<file path="config.mk">
export PLATFORM = sky130hd
export DESIGN_NAME = ann_layer_scheduler
export DESIGN_NICKNAME = d
export VERILOG_FILES = /design/src/rtl/ann_layer_scheduler.sv
export SDC_FILE = /design/constraint.sdc
export NUM_CORES = 1
export LEC_CHECK = 0
export BUFFER_PORTS_ARGS = -buffer_cell sky130_fd_sc_hd__buf_2
export CAP_MARGIN = 20
export CORE_MARGIN = 8
export CORE_UTILIZATION = 53
export DETAILED_ROUTE_END_ITERATION = 12
export HOLD_SLACK_MARGIN = 0.02
export PLACE_DENSITY = 0.72
export SLEW_MARGIN = 20
export SYNTH_ARGS = -nofsm -noshare
export SYNTH_HDL_FRONTEND = slang
export SYNTH_SLANG_ARGS = --single-unit
</file>
<file path="constraint.sdc">
create_clock -name clk -period 11.3 [get_ports clk]
set_clock_uncertainty 0.1 [all_clocks]
set_input_delay 1.13 -clock clk [delete_from_list [all_inputs] [get_ports clk]]
set_output_delay 1.13 -clock clk [all_outputs]
set_load 0.05 [all_outputs]
</file>
<file path="src/rtl/ann_layer_scheduler.sv">
// Shares one MAC across all neurons of a dense layer; INPUTS+2 cycles per neuron, all outputs registered.
// Backpressure: while out_valid && !out_ready the result and all memory addresses hold, no new reads.
module ann_layer_scheduler #(
    parameter int INPUTS  = 784,
    parameter int NEURONS = 10,
    parameter int ADDR_W  = 10,
    parameter int NEUR_W  = 4,
    parameter int WADDR_W = 14
) (
    input  logic               clk,
    input  logic               rst,
    input  logic               start,
    output logic               busy,
    output logic               done,
    output logic [ADDR_W-1:0]  img_addr,
    input  logic [7:0]         img_data,
    output logic [WADDR_W-1:0] w_addr,
    input  logic [7:0]         w_data,
    output logic [NEUR_W-1:0]  b_addr,
    input  logic [15:0]        b_data,
    output logic               out_valid,
    input  logic               out_ready,
    output logic [NEUR_W-1:0]  out_neuron,
    output logic [15:0]        out_x
);
    typedef enum logic [1:0] {IDLE, BIAS, MAC, OUT} state_t;

    localparam logic [ADDR_W:0]  K_END    = (ADDR_W+1)'(INPUTS);
    localparam logic [ADDR_W:0]  CNT_LAST = (ADDR_W+1)'(INPUTS-1);
    localparam logic [ADDR_W:0]  K_ONE    = (ADDR_W+1)'(1);
    localparam logic [NEUR_W-1:0] N_LAST  = NEUR_W'(NEURONS-1);
    localparam logic [NEUR_W-1:0] N_ONE   = NEUR_W'(1);
    localparam logic [WADDR_W-1:0] W_ONE  = WADDR_W'(1);

    state_t              state_q, state_d;
    logic [NEUR_W-1:0]   n_q, n_d;
    logic [ADDR_W:0]     k_q, k_d;
    logic [ADDR_W:0]     cnt_q, cnt_d;
    logic signed [31:0]  acc_q, acc_d;
    logic [ADDR_W-1:0]   img_addr_q, img_addr_d;
    logic [WADDR_W-1:0]  w_addr_q, w_addr_d;
    logic [NEUR_W-1:0]   b_addr_q, b_addr_d;
    logic                out_valid_q, out_valid_d;
    logic [NEUR_W-1:0]   out_neuron_q, out_neuron_d;
    logic [15:0]         out_x_q, out_x_d;
    logic                busy_q, busy_d;
    logic                done_q, done_d;

    logic                go, accept;
    logic signed [16:0]  pix_s, w_s, prod;
    logic signed [31:0]  acc_base, acc_sum, shifted;
    logic [15:0]         sat_x;

    // A start landing in the done cycle is deliberately dropped.
    assign go     = (state_q == IDLE) && start && !done_q;
    assign accept = out_valid_q && out_ready;

    assign pix_s    = {9'b0, img_data};
    assign w_s      = {{9{w_data[7]}}, w_data};
    assign prod     = pix_s * w_s;
    assign acc_base = (cnt_q == '0) ? {{16{b_data[15]}}, b_data} : acc_q;
    assign acc_sum  = acc_base + {{15{prod[16]}}, prod};
    assign shifted  = acc_sum >>> 8;

    always_comb begin
        sat_x = shifted[15:0];
        if (shifted > 32'sd32767)
            sat_x = 16'h7FFF;
        else if (shifted < -32'sd32768)
            sat_x = 16'h8000;
    end

    always_ff @(posedge clk or posedge rst) begin
        if (rst) begin
            state_q      <= IDLE;
            n_q          <= '0;
            k_q          <= '0;
            cnt_q        <= '0;
            acc_q        <= '0;
            img_addr_q   <= '0;
            w_addr_q     <= '0;
            b_addr_q     <= '0;
            out_valid_q  <= 1'b0;
            out_neuron_q <= '0;
            out_x_q      <= '0;
            busy_q       <= 1'b0;
            done_q       <= 1'b0;
        end else begin
            state_q      <= state_d;
            n_q          <= n_d;
            k_q          <= k_d;
            cnt_q        <= cnt_d;
            acc_q        <= acc_d;
            img_addr_q   <= img_addr_d;
            w_addr_q     <= w_addr_d;
            b_addr_q     <= b_addr_d;
            out_valid_q  <= out_valid_d;
            out_neuron_q <= out_neuron_d;
            out_x_q      <= out_x_d;
            busy_q       <= busy_d;
            done_q       <= done_d;
        end
    end

    always_comb begin
        state_d = state_q;
        unique case (state_q)
            IDLE:    if (go) state_d = BIAS;
            BIAS:    state_d = MAC;
            MAC:     if (cnt_q == CNT_LAST) state_d = OUT;
            OUT:     if (accept) state_d = (n_q == N_LAST) ? IDLE : BIAS;
            default: state_d = IDLE;
        endcase
    end

    // Addresses are registered one cycle ahead so the 1-cycle memories line up with the MAC.
    always_comb begin
        n_d          = n_q;
        k_d          = k_q;
        cnt_d        = cnt_q;
        acc_d        = acc_q;
        img_addr_d   = img_addr_q;
        w_addr_d     = w_addr_q;
        b_addr_d     = b_addr_q;
        out_valid_d  = out_valid_q;
        out_neuron_d = out_neuron_q;
        out_x_d      = out_x_q;
        busy_d       = busy_q;
        done_d       = 1'b0;
        unique case (state_q)
            IDLE: begin
                if (go) begin
                    n_d        = '0;
                    k_d        = K_ONE;
                    img_addr_d = '0;
                    w_addr_d   = '0;
                    b_addr_d   = '0;
                    busy_d     = 1'b1;
                end
            end
            BIAS: begin
                img_addr_d = k_q[ADDR_W-1:0];
                w_addr_d   = w_addr_q + W_ONE;
                k_d        = k_q + K_ONE;
                cnt_d      = '0;
            end
            MAC: begin
                acc_d = acc_sum;
                cnt_d = cnt_q + K_ONE;
                if (k_q < K_END) begin
                    img_addr_d = k_q[ADDR_W-1:0];
                    w_addr_d   = w_addr_q + W_ONE;
                    k_d        = k_q + K_ONE;
                end
                if (cnt_q == CNT_LAST) begin
                    out_valid_d  = 1'b1;
                    out_x_d      = sat_x;
                    out_neuron_d = n_q;
                end
            end
            OUT: begin
                if (accept) begin
                    out_valid_d = 1'b0;
                    if (n_q == N_LAST) begin
                        done_d = 1'b1;
                        busy_d = 1'b0;
                    end else begin
                        // Weight rows are contiguous, so the next row starts one past the held address.
                        n_d        = n_q + N_ONE;
                        k_d        = K_ONE;
                        img_addr_d = '0;
                        w_addr_d   = w_addr_q + W_ONE;
                        b_addr_d   = n_q + N_ONE;
                    end
                end
            end
            default: ;
        endcase
    end

    assign busy       = busy_q;
    assign done       = done_q;
    assign img_addr   = img_addr_q;
    assign w_addr     = w_addr_q;
    assign b_addr     = b_addr_q;
    assign out_valid  = out_valid_q;
    assign out_neuron = out_neuron_q;
    assign out_x      = out_x_q;
endmodule

</file>
==> results by group, run 1 <==
Logic synthesis
  • Largest area contributor in the netlist: dfrtp_1
  • Top post-synthesis cells by count: nand2_1, dfrtp_1, inv_1
  • Seq/Total Area, Yosys: between 20 and 30%
  • Most numerous cell in the Yosys netlist: nand2_1
  • Synthesized area: between 9000 and 10,000 sq um
  • Asr flop ratio synth: 100.0%
  • Post-synth cell types: between 70 and 80
  • Area contributors post-synth: dfrtp_1, ha_1, fa_1
  • Synth Flop Type: dfrtp_1
  • Synthesized area per cell: 8.280 sq um
  • Mapped Cells: 1,148
  • Register bit total from synthesis: 107
  • YS warnings: 0
  • Number of synthesized flops with an enable pin: 0
  • Post-synth top area share: 28.17%
  • Syn nets: between 1,000 and 1,500

Clock network
  • Cts repair resizes: 0
  • Total clock buffers created by CTS: 9
  • CTS H-tree depth: 3
  • Hold-fix buffers at CTS: 0
  • Clock sink count: 107
  • Setup bufs post-CTS: 0
  • Clock Root Buffer: clkbuf_16
  • Clk slew on worst S/H paths: 0.07 ns
  • Bufs on Longest Clock Path: 2
  • Worst skew pair latency: 0.35 ns
  • CTS tree: done

Finish
  • Final Cell Area: approximately 10,000 sq um
  • N_diodes: 0
  • Multi-input combinational cell area: 6277 sq um
  • Fin nets: 1,353
  • Area delta synth->final: 9.412%
  • Share of layout cells above drive strength 1: between 10 and 15%
  • Final core utilization: approximately three fifths
  • Sequential cell area: 2678 sq um
  • Filler cell count: 1,603

Global route
  • Gr ovfl total: 0
  • Vias in the first global route: 8,193
  • Initial antenna violation count: 0
  • Pin count of the biggest net entering global routing: 70
  • Total track usage: 22.06%
  • First-pass GRT wire length: roughly 40 mm

Power
  • Leak: 4.969 nW
  • PD cells: 258.3 nW/um^2
  • VDD IR max: 0.0001542 V

Routing
  • TritonRoute pass-1 iters: 5
  • Final WL: 24.23 mm
  • Detail Route Antenna Nets: 0
  • Initial DRC count: 474
  • Detailed-route vias per instance: 5.776
  • DR vias: 8,300
  • Remaining DRCs: 0
  • Drt wl/cell: 16.86 um

Floorplan
  • Die ar.: 22,480 sq um
  • Core area: 17,780 sq um
  • Effective utilization at floorplan: 53.46%
  • Die Ht: 149.9 um
  • DIE WIDTH: 149.9 um
  • Row count: 49
  • # IOs: 87

Timing
  • Worst slew pin tran: ~1 ns
  • Rel. slew slack: 31.57%
  • RSZ-0062 raised after global routing: no
  • Final Hold Fails: 0
  • Pins Over Slew Limit: 0
  • Final setup violation count: 0
  • F_max: 0.1074 GHz
  • Period utilization: just over 80%
  • Final Critical Period: between 9 and 10 ns
  • Setup tns final: 0 ns
  • Setup ws final: 1.987 ns

Setup path
  • Worst path buffer plus inverter count: 6
  • Crit Path Category: input pin to flop
  • CP startpoint kind: input pin
  • Slowest stage delay, CP: 0.63 ns
  • CP Data Arrival Time: 9.41 ns
  • Crit-path slowest cell: o31ai_4
  • Max FO, Critical Path: 25
  • Worst EP required: 11.40 ns
  • CP top delay family: adder cells
  • Crit. End Element: flop

Placement
  • RD Place Congestion: 0.9312
  • Placed cell area: 10,100 sq um
  • Hpwl dp: approximately 18 mm
  • Post-Place Worst Slack: 1.746 ns
  • Port bufs: 86

Job
  • Max cap viols: 0

Worst hold path
  • HP Class: flop to flop

Run status
  • Outcome: finished clean
[cell usage in the layout, fill, tap and decap left out, types with 4 or more instances in the layout]
cell type | synthesis | final
buf_2 | 2 | 86
clkbuf_16 | 0 | 9
o21ai_0 | 76 | 76
nor4_1 | 8 | 8
nand4_1 | 8 | 8
inv_1 | 93 | 92
mux2i_1 | 4 | 4
nor2_1 | 89 | 89
o22ai_1 | 23 | 23
or4_1 | 4 | 4
nand3_1 | 42 | 42
o21a_1 | 6 | 6
a31oi_1 | 8 | 8
fa_1 | 38 | 38
a21oi_1 | 63 | 63
and2_1 | 47 | 47
buf_4 | 0 | 10
o211ai_1 | 9 | 9
a22o_1 | 7 | 7
mux2_2 | 24 | 24
xor2_1 | 23 | 23
nor3_1 | 12 | 12
xnor2_1 | 41 | 41
ha_1 | 76 | 75
a211oi_1 | 5 | 5
o31ai_1 | 4 | 4
a21o_1 | 16 | 16
nand2b_1 | 14 | 14
nand2_1 | 166 | 166
dfrtp_1 | 107 | 107
and3_1 | 13 | 13
o21bai_1 | 5 | 5
nor2b_1 | 6 | 6
or3_1 | 7 | 7
o41ai_1 | 4 | 4
[where the power goes]
| group | internal [mW] | switching, mW | leakage, nW |
|---|---|---|---|
| Clock | 0.174 | 0.149 | 0.148 |
| Combinational | 0.792 | 1.04 | 3.55 |
| Sequential | 0.463 | 0.0667 | 1.27 |
[sequential cells by signal, indices dropped and copies added (netlist names)]
register,cells
acc_q,32
out_x,16
busy,1
img_addr,10
w_addr,14
done,1
k_q,11
state_q,2
out_neuron,4
cnt_q,11
out_valid,1
b_addr,4
[routing by layer]
layer / global-route usage, % / vias to the layer above / share of wire [%]
li1: - / 4056 / -
met1: 28.51 / 3977 / 45
met2: 36.24 / 225 / 47
met3: 4.354 / 42 / 6.0
met4: 7.546 / 0 / 2.3
met5: 0 / - / 0
[final timing paths]
path | start | to | slack (ns) | cells past startpoint
max | w_data[7] | out_x[8]$_DFFE_PP0P_ | 1.99 | 29
min | img_addr[8]$_DFFE_PP0P_ | img_addr[8]$_DFFE_PP0P_ | 0.38 | 2
max reg2reg | cnt_q[4]$_DFFE_PP0N_ | out_x[8]$_DFFE_PP0P_ | 4.95 | 20
min reg2reg | img_addr[8]$_DFFE_PP0P_ | img_addr[8]$_DFFE_PP0P_ | 0.38 | 2
max in group asynchronous | rst | acc_q[20]$_DFFE_PP0P_ | 9.14 | 3
min in group asynchronous | rst | acc_q[3]$_DFFE_PP0P_ | 0.70 | 2
[cells by family (layout without fill, tap and decap cells)]
family,count (synthesis),in the layout,share of synthesized area [%]
DFF,107,107,28.17
buffers and inverters,145,205,5.910
muxes,28,28,3.264
and+or+nand+nor,432,432,21.63
xor gates and xnor gates,64,64,5.897
adders and majority gates,115,115,18.11
AOI/OAI and AO/OA,257,257,17.02
[metrics by stage]
stage	std cells	total power, mW	hold WS (ns)
detailed placement	1421	2.327	0.3547
global placement	1421	2.320	0.3489
global route	1437	2.922	0.3868
floorplan	1148	1.944	0.3529
finish	1437	2.687	0.3768
CTS	1437	2.672	0.3755
[worst min-delay path, delay by kind of cell (launching register included)]
kind,cells,cell delay (ns)
flops,1,0.35
simple gates,2,0.10
[final cells by class]
class                      count  area share (%)
tap                          229           2.755
multi-input combinational    896           60.36
sequential                   107           25.75
timing repair buffer          96           4.860
clock inverter                 7          0.7339
clock buffer                   9           2.166
inverter                      93           3.381
(Power assumes the default switching activity.)
==> run 2: changes to the inputs <==
--- a/config.mk
+++ b/config.mk
@@ -5,13 +5,14 @@
 export SDC_FILE = /design/constraint.sdc
 export NUM_CORES = 1
 export LEC_CHECK = 0
+export ABC_AREA = 1
 export BUFFER_PORTS_ARGS = -buffer_cell sky130_fd_sc_hd__buf_2
 export CAP_MARGIN = 20
 export CORE_MARGIN = 8
 export CORE_UTILIZATION = 53
 export DETAILED_ROUTE_END_ITERATION = 12
 export HOLD_SLACK_MARGIN = 0.02
-export PLACE_DENSITY = 0.72
+export PLACE_DENSITY = 0.75
 export SLEW_MARGIN = 20
 export SYNTH_ARGS = -nofsm -noshare
 export SYNTH_HDL_FRONTEND = slang
==> constraint.sdc (replaced) <==
create_clock -name clk -period 7.95 [get_ports clk]
set_clock_uncertainty 0.1 [all_clocks]
set_input_delay 0.795 -clock clk [delete_from_list [all_inputs] [get_ports clk]]
set_output_delay 0.795 -clock clk [all_outputs]
set_load 0.05 [all_outputs]
==> run 2 against run 1 <==
Against the previous run: sequential share of layout area down 1.3 points; synthesized cell count up 21%; register-to-register slack worse by 2.4 ns; design area up 5.5%; critical path type unchanged; largest cell class unchanged.
==> results by group, run 2 <==
Run status
  • Outcome: finished clean (unchanged)

Timing
  • Setup tns final: 0 ns (unchanged)
  • Rel. slew slack: 38.82% (was 31.57%)
  • Worst slew pin tran: 0.9178 ns (was 1.026 ns)
  • Pins Over Slew Limit: 0 (unchanged)
  • Final Hold Fails: 0 (unchanged)
  • Period utilization: 92.04%
  • F_max: between 0.1 and 0.15 GHz
  • Final setup violation count: 0 (unchanged)
  • RSZ-0062 raised after global routing: no (unchanged)
  • Final Critical Period: 7.317 ns

Finish
  • Share of layout cells above drive strength 1: 16.23% (was 12.33%)
  • Largest register by flop count: acc_q (unchanged)
  • Commonest non-fill, non-tap cell in the layout: nand2_1 (unchanged)
  • Most frequent cells in the layout: nand2_1, inv_1, dfrtp_1 (was nand2_1, dfrtp_1, inv_1)
  • Fin nets: 1,605 (was 1,353)
  • N_diodes: 0 (unchanged)
  • Area delta synth->final: 8.461% (was 9.412%)
  • Max reg flops: 32 (unchanged)
  • Final core utilization: 58.65% (was 58.49%)

Clock network
  • Setup bufs post-CTS: 0 (unchanged)
  • Clock sink count: 107 (unchanged)
  • CTS tree: done (unchanged)
  • Worst skew pair latency: 0.36 ns (was 0.35 ns)
  • Total clock buffers created by CTS: 9 (unchanged)
  • Clk slew on worst S/H paths: 0.08 ns (was 0.07 ns)
  • Bufs on Longest Clock Path: 2 (unchanged)
  • CTS H-tree depth: 3 (unchanged)
  • Clock Root Buffer: clkbuf_16 (unchanged)

Logic synthesis
  • Post-synth cell types: 51 (was 71)
  • Mapped Cells: 1,391 (was 1,148)
  • Area contributors post-synth: dfrtp_1, nand2_1, ha_1 (was dfrtp_1, ha_1, fa_1)
  • Register bit total from synthesis: 107 (unchanged)
  • Asr flop ratio synth: 100.0% (unchanged)
  • Largest family of logic cells by synthesized area: simple AND/OR/NAND/NOR gates (unchanged)
  • Synthesized area per cell: 7.272 sq um (was 8.280 sq um)
  • Syn nets: 1,541 (was 1,298)
  • Post-synthesis simple-gate area fraction: 28.86% (was 21.63%)
  • YS warnings: 0 (unchanged)
  • Post-synth top area share: 26.47% (was 28.17%)
  • Top post-synthesis cells by count: nand2_1, inv_1, dfrtp_1 (was nand2_1, dfrtp_1, inv_1)
  • Largest area contributor in the netlist: dfrtp_1 (unchanged)
  • Synth Flop Type: dfrtp_1 (unchanged)
  • Synthesized area: 10,110 sq um (was 9505 sq um)
  • Number of synthesized flops with an enable pin: 0 (unchanged)
  • Post-synthesis mux area share: 0% (was 3.264%)
  • Most numerous cell in the Yosys netlist: nand2_1 (unchanged)
  • Seq/Total Area, Yosys: 26.47% (was 28.17%)
  • Synth Area in Compound Gates: 12.30% (was 17.02%)
  • Xor and xnor area share after synthesis: 3.191% (was 5.897%)
  • Adder-cell area share of the yosys netlist: 16.92% (was 18.11%)

Global route
  • First-pass GRT wire length: 41.06 mm (was 40.62 mm)
  • Initial antenna violation count: 0 (unchanged)
  • Vias in the first global route: 8,703 (was 8,193)
  • Total track usage: 20.90% (was 22.06%)
  • Pin count of the biggest net entering global routing: 76 (was 70)
  • Gr ovfl total: 0 (unchanged)

Placement
  • Hpwl dp: 19.57 mm (was 18.34 mm)
  • RD Place Congestion: 0.9497 (was 0.9312)
  • Port bufs: 86 (unchanged)

Setup path
  • Worst EP required: 8.07 ns (was 11.40 ns)
  • Crit Path Category: input pin to flop (unchanged)
  • Slowest stage delay, CP: 0.55 ns (was 0.63 ns)
  • Crit-path slowest cell: fa_1 (was o31ai_4)
  • Most used cell, CP: nand2_1
  • CP Data Arrival Time: 7.44 ns (was 9.41 ns)
  • Max FO, Critical Path: 15 (was 25)
  • CP startpoint kind: input pin (unchanged)
  • Crit. End Element: flop (unchanged)

Worst hold path
  • HP Class: input pin to async pin (was flop to flop)

Floorplan
  • # IOs: 87 (unchanged)
  • Die ar.: 23,760 sq um (was 22,480 sq um)
  • Core area: 18,710 sq um (was 17,780 sq um)
  • Die Ht: 154.1 um (was 149.9 um)
  • Row count: 50 (was 49)
  • DIE WIDTH: 154.1 um (was 149.9 um)
  • Effective utilization at floorplan: 54.07% (was 53.46%)

Routing
  • Detailed-route vias per instance: 5.236 (was 5.776)
  • TritonRoute pass-1 iters: 7 (was 5)
  • DR vias: 8,869 (was 8,300)
  • Final WL: 24.34 mm (was 24.23 mm)
  • Remaining DRCs: 0 (unchanged)
  • Drt wl/cell: 14.37 um (was 16.86 um)
  • Initial DRC count: 650 (was 474)
  • Detail Route Antenna Nets: 0 (unchanged)

Job
  • Max cap viols: 0 (unchanged)
[run 2: cell types whose count changed after synthesis, moves of 14 or more]
cell,change
nand2_2,+32
xnor2_1,-27
a21oi_2,+17
o22ai_1,-23
nor2_1,+16
inv_2,+15
clkbuf_1,-15
nand3_1,+26
mux2_2,-24
nand2b_1,-14
inv_1,+160
nand2_1,+149
a21o_1,-14
and2_1,-47
[run 2: kinds of logic (layout without fill, tap and decap cells)]
kind of cell | Yosys count | count (layout)
simple gates | 617 | 617
buf+inv | 310 | 379
compound gates | 207 | 207
fa+ha+maj | 114 | 114
flops | 107 | 107
xor+xnor | 36 | 36
[run 2: worst max-delay path, delay by kind of cell]
kind,cells,cell delay (ns)
xor+xnor,1,0.12
buf+inv,5,0.57
compound gates,9,1.21
fa+ha+maj,6,2.88
simple gates,16,1.84
[run 2: area by class of cell]
class	count	area (sq um)
flip-flops and latches	107	2678
repair buffers	92	475.5
clock inverters	6	63.81
clock buffers	10	239.0
well taps	234	292.8
inverters	271	1020
multi-input cells	974	6202
fillers	1706	7735
[run 2: repair_timing]
| action | in CTS | in global routing |
|---|---|---|
| setup endpoints to repair | 0 | 4 |
| hold buffers | 0 | 0 |
| gates resized for setup | 0 | 1 |
[run 2: per-layer routing]
layer | track usage [%] | routed length (um)
met4 | 5.553 | 364
met1 | 27.49 | 11310
met3 | 4.316 | 1368
met2 | 34.31 | 11290
met5 | 0 | 0
[run 2: path summary, 6_finish.rpt]
kind,start,endpoint,slack (ns),depth (start not counted)
worst max-delay path,img_data[0],out_x[13]$_DFFE_PP0P_,0.63,37
worst min-delay path,rst,acc_q[30]$_DFFE_PP0P_,0.33,2
worst max register to register,cnt_q[0]$_DFFE_PP0N_,out_x[13]$_DFFE_PP0P_,2.51,30
worst min register to register,out_neuron[1]$_DFFE_PP0P_,out_neuron[1]$_DFFE_PP0P_,0.38,2
max in group asynchronous,rst,cnt_q[0]$_DFFE_PP0N_,6.14,3
min in group clk,out_neuron[1]$_DFFE_PP0P_,out_neuron[1]$_DFFE_PP0P_,0.38,2
[run 2: per-stage QoR]
step | cells | area [sq um] | hold WS (ns) | worst slack [ns]
floorplan | 1391 | 10110 | 0.3479 | 0.8255
global placement | 1678 | 10660 | 0.3646 | 0.4516
detailed placement | 1678 | 10660 | 0.3707 | 0.2340
CTS | 1694 | 10970 | 0.3489 | 0.5817
global route | 1694 | 10970 | 0.3690 | 0.01170
finish | 1694 | 10970 | 0.3306 | 0.6331
Power of run 2 is not shown: default switching activity piles up to over one toggle a cycle in this logic, so the estimate is an artifact.
==> run 3: changes to the inputs <==
--- a/config.mk
+++ b/config.mk
@@ -8,11 +8,15 @@
 export ABC_AREA = 1
 export BUFFER_PORTS_ARGS = -buffer_cell sky130_fd_sc_hd__buf_2
 export CAP_MARGIN = 20
+export CELL_PAD_IN_SITES_DETAIL_PLACEMENT = 0
+export CELL_PAD_IN_SITES_GLOBAL_PLACEMENT = 1
+export CORE_ASPECT_RATIO = 0.8
 export CORE_MARGIN = 8
-export CORE_UTILIZATION = 53
+export CORE_UTILIZATION = 41
 export DETAILED_ROUTE_END_ITERATION = 12
 export HOLD_SLACK_MARGIN = 0.02
-export PLACE_DENSITY = 0.75
+export PLACE_DENSITY_LB_ADDON = 0.1
+export SETUP_SLACK_MARGIN = 0.05
 export SLEW_MARGIN = 20
 export SYNTH_ARGS = -nofsm -noshare
 export SYNTH_HDL_FRONTEND = slang
==> run 3 against run 2 <==
Against the previous run: register-to-register slack better by 0.10 ns; critical path depth is 1 higher; die area increased by 26%; via count decreased by 1.2%; cell count up 5.4%; hold slack improved by 0.041 ns; sequential cell count did not move; worst setup slack got worse by 0.064 ns; clock-buffer cell count unchanged; utilization shrank 13 points; first-iteration DRC count is 32% higher; design area grew 1.7%.
==> results by group, run 3 (synthesis gave the netlist of run 2 again) <==
Timing
  • Pins Over Slew Limit: 0 (unchanged)
  • RSZ-0062 raised after global routing: no (unchanged)
  • Worst slew pin tran: 0.9125 ns (was 0.9178 ns)
  • Final Critical Period: 7.381 ns (was 7.317 ns)
  • F_max: 0.1355 GHz (was 0.1367 GHz)
  • Setup tns final: 0 ns (unchanged)
  • Setup ws final: 0.5694 ns (was 0.6331 ns)
  • Final setup violation count: 0 (unchanged)
  • Rel. slew slack: 39.16% (was 38.82%)
  • Final Hold Fails: 0 (unchanged)
  • Period utilization: 92.84% (was 92.04%)

Clock network
  • Bufs on Longest Clock Path: 2 (unchanged)
  • Total clock buffers created by CTS: 9 (unchanged)
  • CTS tree: done (unchanged)
  • Clk slew on worst S/H paths: 0.08 ns (about the same)
  • Clock Root Buffer: clkbuf_16 (unchanged)
  • Clock sink count: 107 (unchanged)
  • Worst skew pair latency: 0.35 ns (was 0.36 ns)
  • Hold-fix buffers at CTS: 0 (unchanged)
  • CTS H-tree depth: 3 (unchanged)

Routing
  • Initial DRC count: 860 (was 650)
  • Detail Route Antenna Nets: 0 (unchanged)
  • TritonRoute pass-1 iters: 5 (was 7)
  • Remaining DRCs: 0 (unchanged)
  • DR vias: 8,765 (was 8,869)
  • Final WL: 27.46 mm (was 24.34 mm)
  • Drt wl/cell: 15.37 um (was 14.37 um)
  • Detailed-route vias per instance: 4.908 (was 5.236)

Finish
  • Sequential cell area: 2678 sq um (unchanged)
  • Max reg flops: 32 (unchanged)
  • Final Cell Area: 11,160 sq um (was 10,970 sq um)
  • Area delta synth->final: 10.35% (was 8.461%)
  • N_diodes: 0 (unchanged)
  • Multi-input combinational cell area: 6202 sq um (unchanged)
  • Largest register by flop count: acc_q (unchanged)
  • Most frequent cells in the layout: nand2_1, inv_1, dfrtp_1 (unchanged)
  • Share of layout cells above drive strength 1: 16.62% (was 16.23%)
  • Commonest non-fill, non-tap cell in the layout: nand2_1 (unchanged)
  • Fin nets: 1,613 (was 1,605)
  • Filler cell count: 2,541 (was 1,706)

Setup path
  • Crit. End Element: flop (unchanged)
  • Max FO, Critical Path: 15 (unchanged)
  • Most used cell, CP: nand2_1 (unchanged)
  • CP Data Arrival Time: 7.52 ns (was 7.44 ns)
  • Worst EP required: 8.09 ns (was 8.07 ns)
  • Crit Path Category: input pin to flop (unchanged)
  • Crit-path slowest cell: fa_1 (unchanged)
  • Slowest stage delay, CP: 0.55 ns (about the same)
  • CP startpoint kind: input pin (unchanged)
  • Worst path buffer plus inverter count: 6 (was 5)
  • CP top delay family: adder cells (unchanged)

Placement
  • RD Place Congestion: 0.9165 (was 0.9497)
  • Post-Place Worst Slack: 0.1216 ns (was 0.2340 ns)
  • Placed cell area: 10,820 sq um (was 10,660 sq um)
  • Port bufs: 86 (unchanged)
  • Hpwl dp: 22.55 mm (was 19.57 mm)

Global route
  • Vias in the first global route: 8,440 (was 8,703)
  • Gr ovfl total: 0 (unchanged)
  • Total track usage: 18.98% (was 20.90%)
  • Initial antenna violation count: 0 (unchanged)
  • First-pass GRT wire length: 45.95 mm (was 41.06 mm)
  • Pin count of the biggest net entering global routing: 71 (was 76)

Floorplan
  • # IOs: 87 (unchanged)
  • Effective utilization at floorplan: 41.60% (was 54.07%)
  • Die ar.: 29,980 sq um (was 23,760 sq um)
  • Core area: 24,310 sq um (was 18,710 sq um)
  • DIE WIDTH: 191.6 um (was 154.1 um)
  • Row count: 51 (was 50)
  • Die Ht: 156.5 um (was 154.1 um)

Run status
  • Outcome: finished clean (unchanged)

Job
  • Max cap viols: 0 (unchanged)

Worst hold path
  • HP Class: input pin to async pin (unchanged)
==> run 3: cell types whose count changed in the layout (fill, tap and decap cells not counted), sizes merged <==
cell	change
buf	+8
==> run 3: final cells by class <==
type | instances | area share (%)
multi-input cells | 974 | 55.57
clock buffers | 10 | 2.051
repair buffers | 100 | 5.201
inverters | 271 | 9.136
flip-flops and latches | 107 | 23.99
clock inverters | 6 | 0.4932
well taps | 318 | 3.565
==> run 3: worst paths after layout <==
check	slack [ns]	from	cells past startpoint	endpoint
max	0.57	w_data[7]	38	out_x[13]$_DFFE_PP0P_
min	0.37	rst	2	out_neuron[0]$_DFFE_PP0P_
max reg2reg	2.61	cnt_q[0]$_DFFE_PP0N_	27	out_x[8]$_DFFE_PP0P_
min reg2reg	0.37	busy$_DFFE_PP0P_	2	busy$_DFFE_PP0P_
max in group asynchronous	6.07	rst	3	cnt_q[2]$_DFFE_PP0N_
min in group clk	0.37	busy$_DFFE_PP0P_	2	busy$_DFFE_PP0P_
==> run 3: layer usage <==
layer	up-vias	wire length, um	track usage (%)
li1	4493	-	-
met1	4029	15450	31.29
met2	232	9912	24.85
met3	11	1961	3.892
met4	0	130	2.122
met5	-	0	0
==> run 3: repair_timing <==
action                                  CTS  global route
setup buffers                             0             6
endpoints found under the setup margin    0            15
resized for setup                         0             3
==> run 3: through the flow <==
stage / hold slack, ns / std cells / util (%)
after global placement: 0.3601 / 1763 / 44.37
after CTS: 0.3767 / 1780 / 45.65
after global routing: 0.3945 / 1786 / 45.91
final: 0.3716 / 1786 / 45.91
after floorplan: 0.3479 / 1391 / -
after detailed placement: 0.3634 / 1764 / 44.49
Power of run 3 is left out for the same reason.
